`config.mk`:
```
export PLATFORM = sky130hd
export DESIGN_NAME = add_pipe
export DESIGN_NICKNAME = d
export VERILOG_FILES = /design/src/rtl/add_pkg.sv /design/src/rtl/add_chunk.sv /design/src/rtl/add_pipe.sv
export SDC_FILE = /design/constraint.sdc
export NUM_CORES = 1
export LEC_CHECK = 0
export ABC_AREA = 1
export BUFFER_PORTS_ARGS = -buffer_cell sky130_fd_sc_hd__buf_2
export CORE_UTILIZATION = 55
export CTS_BUF_LIST = sky130_fd_sc_hd__clkbuf_8
export CTS_CLUSTER_DIAMETER = 100
export DETAILED_ROUTE_END_ITERATION = 8
export HOLD_SLACK_MARGIN = 0.08
export PLACE_DENSITY = 0.77
export SLEW_MARGIN = 5
export SYNTH_ARGS = -nofsm -noshare
export SYNTH_HDL_FRONTEND = slang
export SYNTH_SLANG_ARGS = --single-unit
```
`constraint.sdc`:
```
create_clock -name clk -period 5.9 [get_ports clk]
set_input_delay 0.885 -clock clk [delete_from_list [all_inputs] [get_ports clk]]
set_output_delay 0.885 -clock clk [all_outputs]
set_load 0.005 [all_outputs]
```
`src/rtl/add_pkg.sv`:
```
// Shared constants and helpers for the pipelined adder/subtractor.
package add_pkg;

    localparam logic OP_ADD = 1'b0;
    localparam logic OP_SUB = 1'b1;

    // Guarded so an illegal CHUNK reaches the elaboration check, not a divide-by-zero.
    function automatic int calc_stages(input int width, input int chunk);
        if (chunk < 1) begin
            return 1;
        end
        return width / chunk;
    endfunction

endpackage

```
`src/rtl/add_chunk.sv`:
```
// Combinational CHUNK-bit ripple-carry slice; c_msb is the carry into the top bit.
module add_chunk #(
    parameter int CHUNK = 4
) (
    input  logic [CHUNK-1:0] a,
    input  logic [CHUNK-1:0] b,
    input  logic             c_in,
    output logic [CHUNK-1:0] sum,
    output logic             c_out,
    output logic             c_msb
);

    logic [CHUNK:0] carry;

    assign carry[0] = c_in;

    for (genvar gi = 0; gi < CHUNK; gi++) begin : g_bit
        assign sum[gi]     = a[gi] ^ b[gi] ^ carry[gi];
        assign carry[gi+1] = (a[gi] & b[gi]) | (carry[gi] & (a[gi] ^ b[gi]));
    end

    assign c_out = carry[CHUNK];
    assign c_msb = carry[CHUNK-1];

endmodule

```
`src/rtl/add_pipe.sv`:
```
// Pipelined add/sub: one CHUNK-bit ripple slice per stage, carry registered between
// stages, global-stall valid/ready handshake, carry/overflow/zero flags.
module add_pipe
    import add_pkg::*;
#(
    parameter int WIDTH = 16,
    parameter int CHUNK = 4
) (
    input  logic             clk,
    input  logic             rst_n,
    input  logic             in_valid,
    output logic             in_ready,
    input  logic [WIDTH-1:0] in_a,
    input  logic [WIDTH-1:0] in_b,
    input  logic             in_c,
    input  logic             in_op,
    output logic             out_valid,
    input  logic             out_ready,
    output logic [WIDTH-1:0] out_sum,
    output logic             out_c,
    output logic             out_ovf,
    output logic             out_zero
);

    localparam int STAGES = calc_stages(WIDTH, CHUNK);

    if ((CHUNK < 1) || ((WIDTH % ((CHUNK < 1) ? 1 : CHUNK)) != 0)) begin : g_bad_cfg
        $error("add_pipe: WIDTH must be a positive multiple of CHUNK");
    end

    logic             adv;
    logic [WIDTH-1:0] b_eff;
    logic             c_first;

    logic             valid_reg [STAGES];
    logic [WIDTH-1:0] a_reg     [STAGES];
    logic [WIDTH-1:0] b_reg     [STAGES];
    logic [WIDTH-1:0] sum_reg   [STAGES];
    logic             c_reg     [STAGES];
    logic             ovf_reg;
    logic             zero_reg;

    // Whole pipe moves together; a full output rank that is not taken freezes everything.
    assign adv      = !out_valid || out_ready;
    assign in_ready = adv;

    assign b_eff   = (in_op == OP_SUB) ? ~in_b : in_b;
    assign c_first = (in_op == OP_SUB) ? 1'b1 : in_c;

    for (genvar gi = 0; gi < STAGES; gi++) begin : g_rank
        localparam int LO = CHUNK * gi;

        logic [WIDTH-1:0] a_prev;
        logic [WIDTH-1:0] b_prev;
        logic [WIDTH-1:0] sum_prev;
        logic [WIDTH-1:0] sum_next;
        logic             valid_prev;
        logic             c_ch;
        logic [CHUNK-1:0] s_ch;
        logic             co_ch;
        logic             cm_ch;

        if (gi == 0) begin : g_src
            assign a_prev     = in_a;
            assign b_prev     = b_eff;
            assign sum_prev   = '0;
            assign valid_prev = in_valid;
            assign c_ch       = c_first;
        end else begin : g_src
            assign a_prev     = a_reg[gi-1];
            assign b_prev     = b_reg[gi-1];
            assign sum_prev   = sum_reg[gi-1];
            assign valid_prev = valid_reg[gi-1];
            assign c_ch       = c_reg[gi-1];
        end

        add_chunk #(
            .CHUNK (CHUNK)
        ) u_chunk (
            .a     (a_prev[LO +: CHUNK]),
            .b     (b_prev[LO +: CHUNK]),
            .c_in  (c_ch),
            .sum   (s_ch),
            .c_out (co_ch),
            .c_msb (cm_ch)
        );

        always_comb begin
            sum_next              = sum_prev;
            sum_next[LO +: CHUNK] = s_ch;
        end

        always_ff @(posedge clk or negedge rst_n) begin
            if (!rst_n) begin
                valid_reg[gi] <= 1'b0;
                a_reg[gi]     <= '0;
                b_reg[gi]     <= '0;
                sum_reg[gi]   <= '0;
                c_reg[gi]     <= 1'b0;
            end else if (adv) begin
                valid_reg[gi] <= valid_prev;
                a_reg[gi]     <= a_prev;
                b_reg[gi]     <= b_prev;
                sum_reg[gi]   <= sum_next;
                c_reg[gi]     <= co_ch;
            end
        end

        if (gi == STAGES - 1) begin : g_flags
            always_ff @(posedge clk or negedge rst_n) begin
                if (!rst_n) begin
                    ovf_reg  <= 1'b0;
                    zero_reg <= 1'b0;
                end else if (adv) begin
                    ovf_reg  <= cm_ch ^ co_ch;
                    zero_reg <= ~|sum_next;
                end
            end
        end
    end

    assign out_valid = valid_reg[STAGES-1];
    assign out_sum   = sum_reg[STAGES-1];
    assign out_c     = c_reg[STAGES-1];
    assign out_ovf   = ovf_reg;
    assign out_zero  = zero_reg;

endmodule

```
==> impl_metrics.env, run 1 <==
export IMPL_postSynth_topFlopCell="dfrtp_1"
export IMPL_crit_required_ps=6200
export IMPL_setup_ws_ps=3040
export IMPL_detailed_route_drc_error_count=0
export IMPL_max_cap_violations=0
export IMPL_status="completed"
export IMPL_synth_yosys_seq_area_share_pct=55.7
export IMPL_max_slew_worst_pin_slew_ps=936
export IMPL_placement_rows=32
export IMPL_netlist_area_um2=4400
export IMPL_wl_per_cell_um=11.6
export IMPL_floorplan_die_width_um=91.4
export IMPL_placement_setup_worst_slack_ps=2650
export IMPL_hpwlAfterDp_um=4620
export IMPL_detailedRoute_firstIterationViolations=152
export IMPL_critical_path_peak_fanout=17
export IMPL_ant_nets=0
export IMPL_design_final_nets=541
export IMPL_post_synth_num_cell_types=19
export IMPL_worst_skew_late_latency_ps=360
export IMPL_rsz0062_at_grt="no"
export IMPL_cts_resized=0
export IMPL_cellPowerDensity_nw_per_um2=501
export IMPL_start_kind="input port"
export IMPL_slew_headroom_pct=37.6
export IMPL_synth_cells=438
export IMPL_number_of_antenna_violations_at_the_first_check_in_global_routing=0
export IMPL_antenna_cells=0
export IMPL_setup_viol=0
export IMPL_design_core_area_um2=7730
export IMPL_hold_viol=0
export IMPL_fp_dieH_um=91.4
export IMPL_firstDrtPassIters=6
export IMPL_grt_pass1_wl_um=12000
export IMPL_timing_worst_setup_path_type="input port to flip-flop"
export IMPL_worstHoldPathType="input port to asynchronous set/reset pin"
export IMPL_deepest_level_of_the_cts_h_tree=3
export IMPL_synth_cells_most_frequent="152 x nand2_1, 98 x dfrtp_1, 46 x inv_1"
export IMPL_tritoncts="done"
export IMPL_finalSetupTns_ps=0
export IMPL_timing_critical_path_to_type="flip-flop"
export IMPL_ys_warn_count=0
export IMPL_yosysTopAreaCellShare_pct=55.7
export IMPL_worstSetupStartpoint="in_op"
export IMPL_place_congestion=0.739
export IMPL_post_synth_cell_area_avg_um2=10.0
export IMPL_drive_above_1_share_pct=21.7
export IMPL_routed_wl_um=6890
export IMPL_vias_per_cell=4.71
export IMPL_netlist_top_cell_by_area="dfrtp_1"
export IMPL_cts_sinks=98
export IMPL_synth_top_cells_by_area="dfrtp_1 56%, nand2_1 13%, fa_1 7.3%"
export IMPL_design_portCount=59
export IMPL_port_buffers=58
export IMPL_fp_dieArea_um2=8360
export IMPL_numCtsBuffers=9
export IMPL_grt_max_degree=88
export IMPL_synth_most_common_cell="nand2_1"
export IMPL_r2r_start="g_rank[3].a_prev[12]"
export IMPL_grt_ovfl_total=0
export IMPL_cts_root_buffer="clkbuf_8"
export IMPL_timing_max_transition_violations_final=0
export IMPL_layout_worst_path_cycle_share_pct=48.4
export IMPL_postCtsSetupBuffers=0
export IMPL_num_fill_cells=650
export IMPL_crit_arrival_ps=3160
export IMPL_maxClockFrequency_ghz=0.350
export IMPL_via_count_of_the_routed_design=2795
export IMPL_postSynthNetCount=492
export IMPL_floorplan_initialDensity_pct=56.9
export IMPL_vias_in_the_first_global_route=2743
export IMPL_synth_edff_count=0
export IMPL_yosys_register_bits=98
export IMPL_post_cts_hold_buffer_count=0
export IMPL_areaGrowthSynthToFinish_pct=9.64
export IMPL_cts_path_max_buffers=2
export IMPL_ir_drop_v=0.000216
export IMPL_synthArstFlopShare_pct=100
export IMPL_power_leakage_nw=2.43
export IMPL_clock_skew_ps=6.95
export IMPL_clkTransAtPathRegs_ps=90
export IMPL_finalCriticalPeriod_ps=2860
export IMPL_gr_usage_all_layers_pct=18.4
[final timing paths]
kind	to	slack, ps	depth (start not counted)
max	g_rank[1].sum_prev[3]	3040	10
max in group asynchronous	g_rank[1].a_prev[5]	4300	2
min reg2reg	out_valid	470	2
min in group clk	out_valid	470	2
min	out_sum[0]	390	1
max reg2reg	out_zero	3450	13
[logic make-up (layout without fill, tap and decap cells)]
| group | count (synthesis) | after routing | share of synthesized area (%) |
|---|---|---|---|
| fa+ha+maj | 16 | 16 | 7.28 |
| buf+inv | 71 | 125 | 8.96 |
| xor+xnor | 17 | 17 | 3.38 |
| flops | 98 | 98 | 55.7 |
| compound gates | 71 | 71 | 10.3 |
| simple gates | 165 | 165 | 14.4 |
[placed cells by master (no fill, tap or decap), types with 2 or more instances in the layout]
cell	n
buf_2	57
buf_4	4
clkbuf_8	9
clkinv_2	3
clkinvlp_4	4
dfrtp_1	98
fa_1	16
inv_1	46
nand2_1	152
nand3_1	2
nor2_1	9
o21ai_0	27
o21ai_1	18
o21ai_2	26
xnor2_1	13
xor2_1	4
[stage by stage]
step           hold slack, ps  instance area (µm²)  instances  total power [mW]  util (%)
6_report                  387                 4820        594              2.42      62.4
5_1_grt                   396                 4820        594              2.63      62.4
4_1_cts                   382                 4820        594              2.45      62.4
3_5_place_dp              452                 4630        578              2.02      59.9
3_3_place_gp              443                 4630        578              1.97      59.9
2_1_floorplan             423                 4400        438              1.81         -
[registers in the layout, indices dropped and copies added (netlist names)]
signal,count
out_c,1
g_rank.b_prev,24
g_rank.a_prev,24
out_zero,1
out_ovf,1
g_rank.sum_prev,24
out_valid,1
g_rank.valid_prev,3
out_sum,16
g_rank.c_ch,3
[worst max-delay path: stages]
cell	delay, ps
buf_2	240
or2_2	360
fa_1	390
fa_1	360
inv_1	70
fa_1	150
inv_1	50
fa_1	480
nand2_1	60
nand2_1	110
[power breakdown]
group	switching, mW	total (mW)	internal, mW	leakage [nW]
Sequential	0.147	1.11	0.964	1.19
Combinational	0.516	0.884	0.368	1.15
Clock	0.227	0.422	0.194	0.0873
Total	0.890	2.42	1.53	2.43
[per-layer routing]
| metal | track usage, % | vias up | wire length, µm |
|---|---|---|---|
| li1 | - | 1427 | - |
| met1 | 23.5 | 1309 | 3370 |
| met2 | 30.1 | 50 | 3160 |
| met3 | 3.77 | 9 | 242 |
| met4 | 8.73 | 0 | 125 |
| met5 | 0 | - | 0 |
[layout make-up]
cell class | instances | area (µm²) | area share (%)
clock buffers | 9 | 124 | 2.57
clock inverters | 7 | 70.1 | 1.45
inverters | 48 | 181 | 3.76
multi-input cells | 269 | 1550 | 32.2
flip-flops and latches | 98 | 2450 | 50.8
well taps | 102 | 128 | 2.65
repair buffers | 61 | 315 | 6.54
(Power assumes the default switching activity.)
==> run 2: changes to the inputs <==
clock period = 3 ns   (was 5.9 ns; I/O delays follow)
==> impl_metrics.env, run 2 (synthesis gave the netlist of run 1 again) <==
export IMPL_num_fill_cells=678
export IMPL_finalCriticalPeriod_ps=2400
export IMPL_status="completed"
export IMPL_crit_required_ps=3260
export IMPL_final_cell_mix="152 x nand2_1, 98 x dfrtp_1, 57 x buf_2"
export IMPL_design_final_nets=544
export IMPL_total_power_mw=4.85
export IMPL_critical_path_peak_fanout=2
export IMPL_design_portCount=59
export IMPL_final_area_um2=4900
export IMPL_finalSetupTns_ps=0
export IMPL_crit_arrival_ps=2650
export IMPL_ir_drop_v=0.000338
export IMPL_rsz0062_at_grt="no"
export IMPL_deepest_level_of_the_cts_h_tree=3
export IMPL_holdWs_ps=93.9
export IMPL_grt_max_degree=87
export IMPL_slew_headroom_pct=49.8
export IMPL_ant_nets=0
export IMPL_grt_pass1_wl_um=12100
export IMPL_r2r_worst_path_cells=13
export IMPL_timing_worst_setup_path_type="flip-flop to flip-flop"
export IMPL_areaGrowthSynthToFinish_pct=11.3
export IMPL_via_count_of_the_routed_design=2873
export IMPL_floorplan_die_width_um=91.4
export IMPL_post_cts_hold_buffer_count=0
export IMPL_port_buffers=58
export IMPL_gr_usage_all_layers_pct=18.7
export IMPL_detailedRoute_firstIterationViolations=170
export IMPL_start_kind="flip-flop"
export IMPL_setup_viol=0
export IMPL_antenna_cells=0
export IMPL_cts_root_buffer="clkbuf_8"
export IMPL_vias_in_the_first_global_route=2695
export IMPL_floorplan_initialDensity_pct=56.9
export IMPL_maxClockFrequency_ghz=0.417
export IMPL_routed_wl_um=7000
export IMPL_hpwlAfterDp_um=4870
export IMPL_numCtsBuffers=9
export IMPL_clock_skew_ps=12.4
export IMPL_max_cap_violations=0
export IMPL_worstHoldPathType="input port to asynchronous set/reset pin"
export IMPL_clkTransAtPathRegs_ps=90
export IMPL_fp_dieArea_um2=8360
export IMPL_vias_per_cell=4.81
export IMPL_design_core_area_um2=7730
export IMPL_layout_worst_path_cycle_share_pct=79.9
export IMPL_drive_above_1_share_pct=21.8
export IMPL_number_of_antenna_violations_at_the_first_check_in_global_routing=0
export IMPL_tritoncts="done"
export IMPL_cts_path_max_buffers=2
export IMPL_place_congestion=0.788
export IMPL_cts_sinks=98
export IMPL_cts_resized=0
export IMPL_placement_rows=32
export IMPL_wl_per_cell_um=11.7
export IMPL_timing_max_transition_violations_final=0
export IMPL_power_leakage_nw=2.48
export IMPL_firstDrtPassIters=4
export IMPL_postCtsSetupBuffers=0
export IMPL_detailed_route_drc_error_count=0
export IMPL_worst_skew_late_latency_ps=360
export IMPL_grt_ovfl_total=0
export IMPL_timing_critical_path_to_type="flip-flop"
export IMPL_hold_viol=0
export IMPL_max_slew_worst_pin_slew_ps=753
export IMPL_mostFrequentLayoutCell="nand2_1"
export IMPL_detailed_place_area_um2=4680
export IMPL_fp_dieH_um=91.4
export IMPL_cellPowerDensity_nw_per_um2=991
## run 2: worst paths after layout
path,slack (ps),endpoint,from
max in group asynchronous,2120,out_sum[4],rst_n
setup reg to reg,600,out_zero,g_rank[3].a_prev[12]
setup / recovery,600,out_zero,g_rank[3].a_prev[12]
hold / removal,90,out_sum[3],rst_n
hold reg to reg,480,g_rank[1].a_prev[10],g_rank[1].a_prev[10]
min in group clk,280,g_rank[1].a_prev[11],in_a[11]
## run 2: area by class of cell
| type | instances | area (µm²) | area share [%] |
|---|---|---|---|
| Sequential cell | 98 | 2450 | 50.1 |
| Timing Repair Buffer | 64 | 363 | 7.41 |
| Inverter | 48 | 181 | 3.70 |
| Multi-Input combinational cell | 269 | 1550 | 31.7 |
| Clock inverter | 6 | 82.6 | 1.69 |
| Clock buffer | 10 | 138 | 2.81 |
| Tap cell | 102 | 128 | 2.61 |
## run 2: stage by stage
stage          util [%]  setup slack (ps)  instances
2_1_floorplan         -               357        438
3_3_place_gp       60.5               424        581
3_5_place_dp       60.5               378        581
4_1_cts            63.4               603        597
5_1_grt            63.4               420        597
6_report           63.4               602        597
## run 2: metal layers
layer,GRT usage (%),vias up,share of wire (%)
met5,0,-,0
met4,5.95,0,1.4
met3,4.61,8,3.5
met2,30.0,52,46
met1,25.0,1378,49
li1,-,1435,-
## run 2: power by group
part	switching (mW)	leakage (nW)	internal (mW)	total [mW]
Sequential	0.289	1.19	1.90	2.19
Clock	0.424	0.111	0.486	0.911
Combinational	1.02	1.18	0.742	1.76
Total	1.73	2.48	3.12	4.85
## run 2: worst max-delay path, stage by stage (launching register included)
cell and delay, ps:
dfrtp_1 370, inv_1 90, fa_1 170, inv_1 40, fa_1 370, fa_1 410
inv_1 90, fa_1 440, inv_1 80, nor2_1 40, nand2_1 60, nor2_1 40
nand2_1 60, nand2_1 40
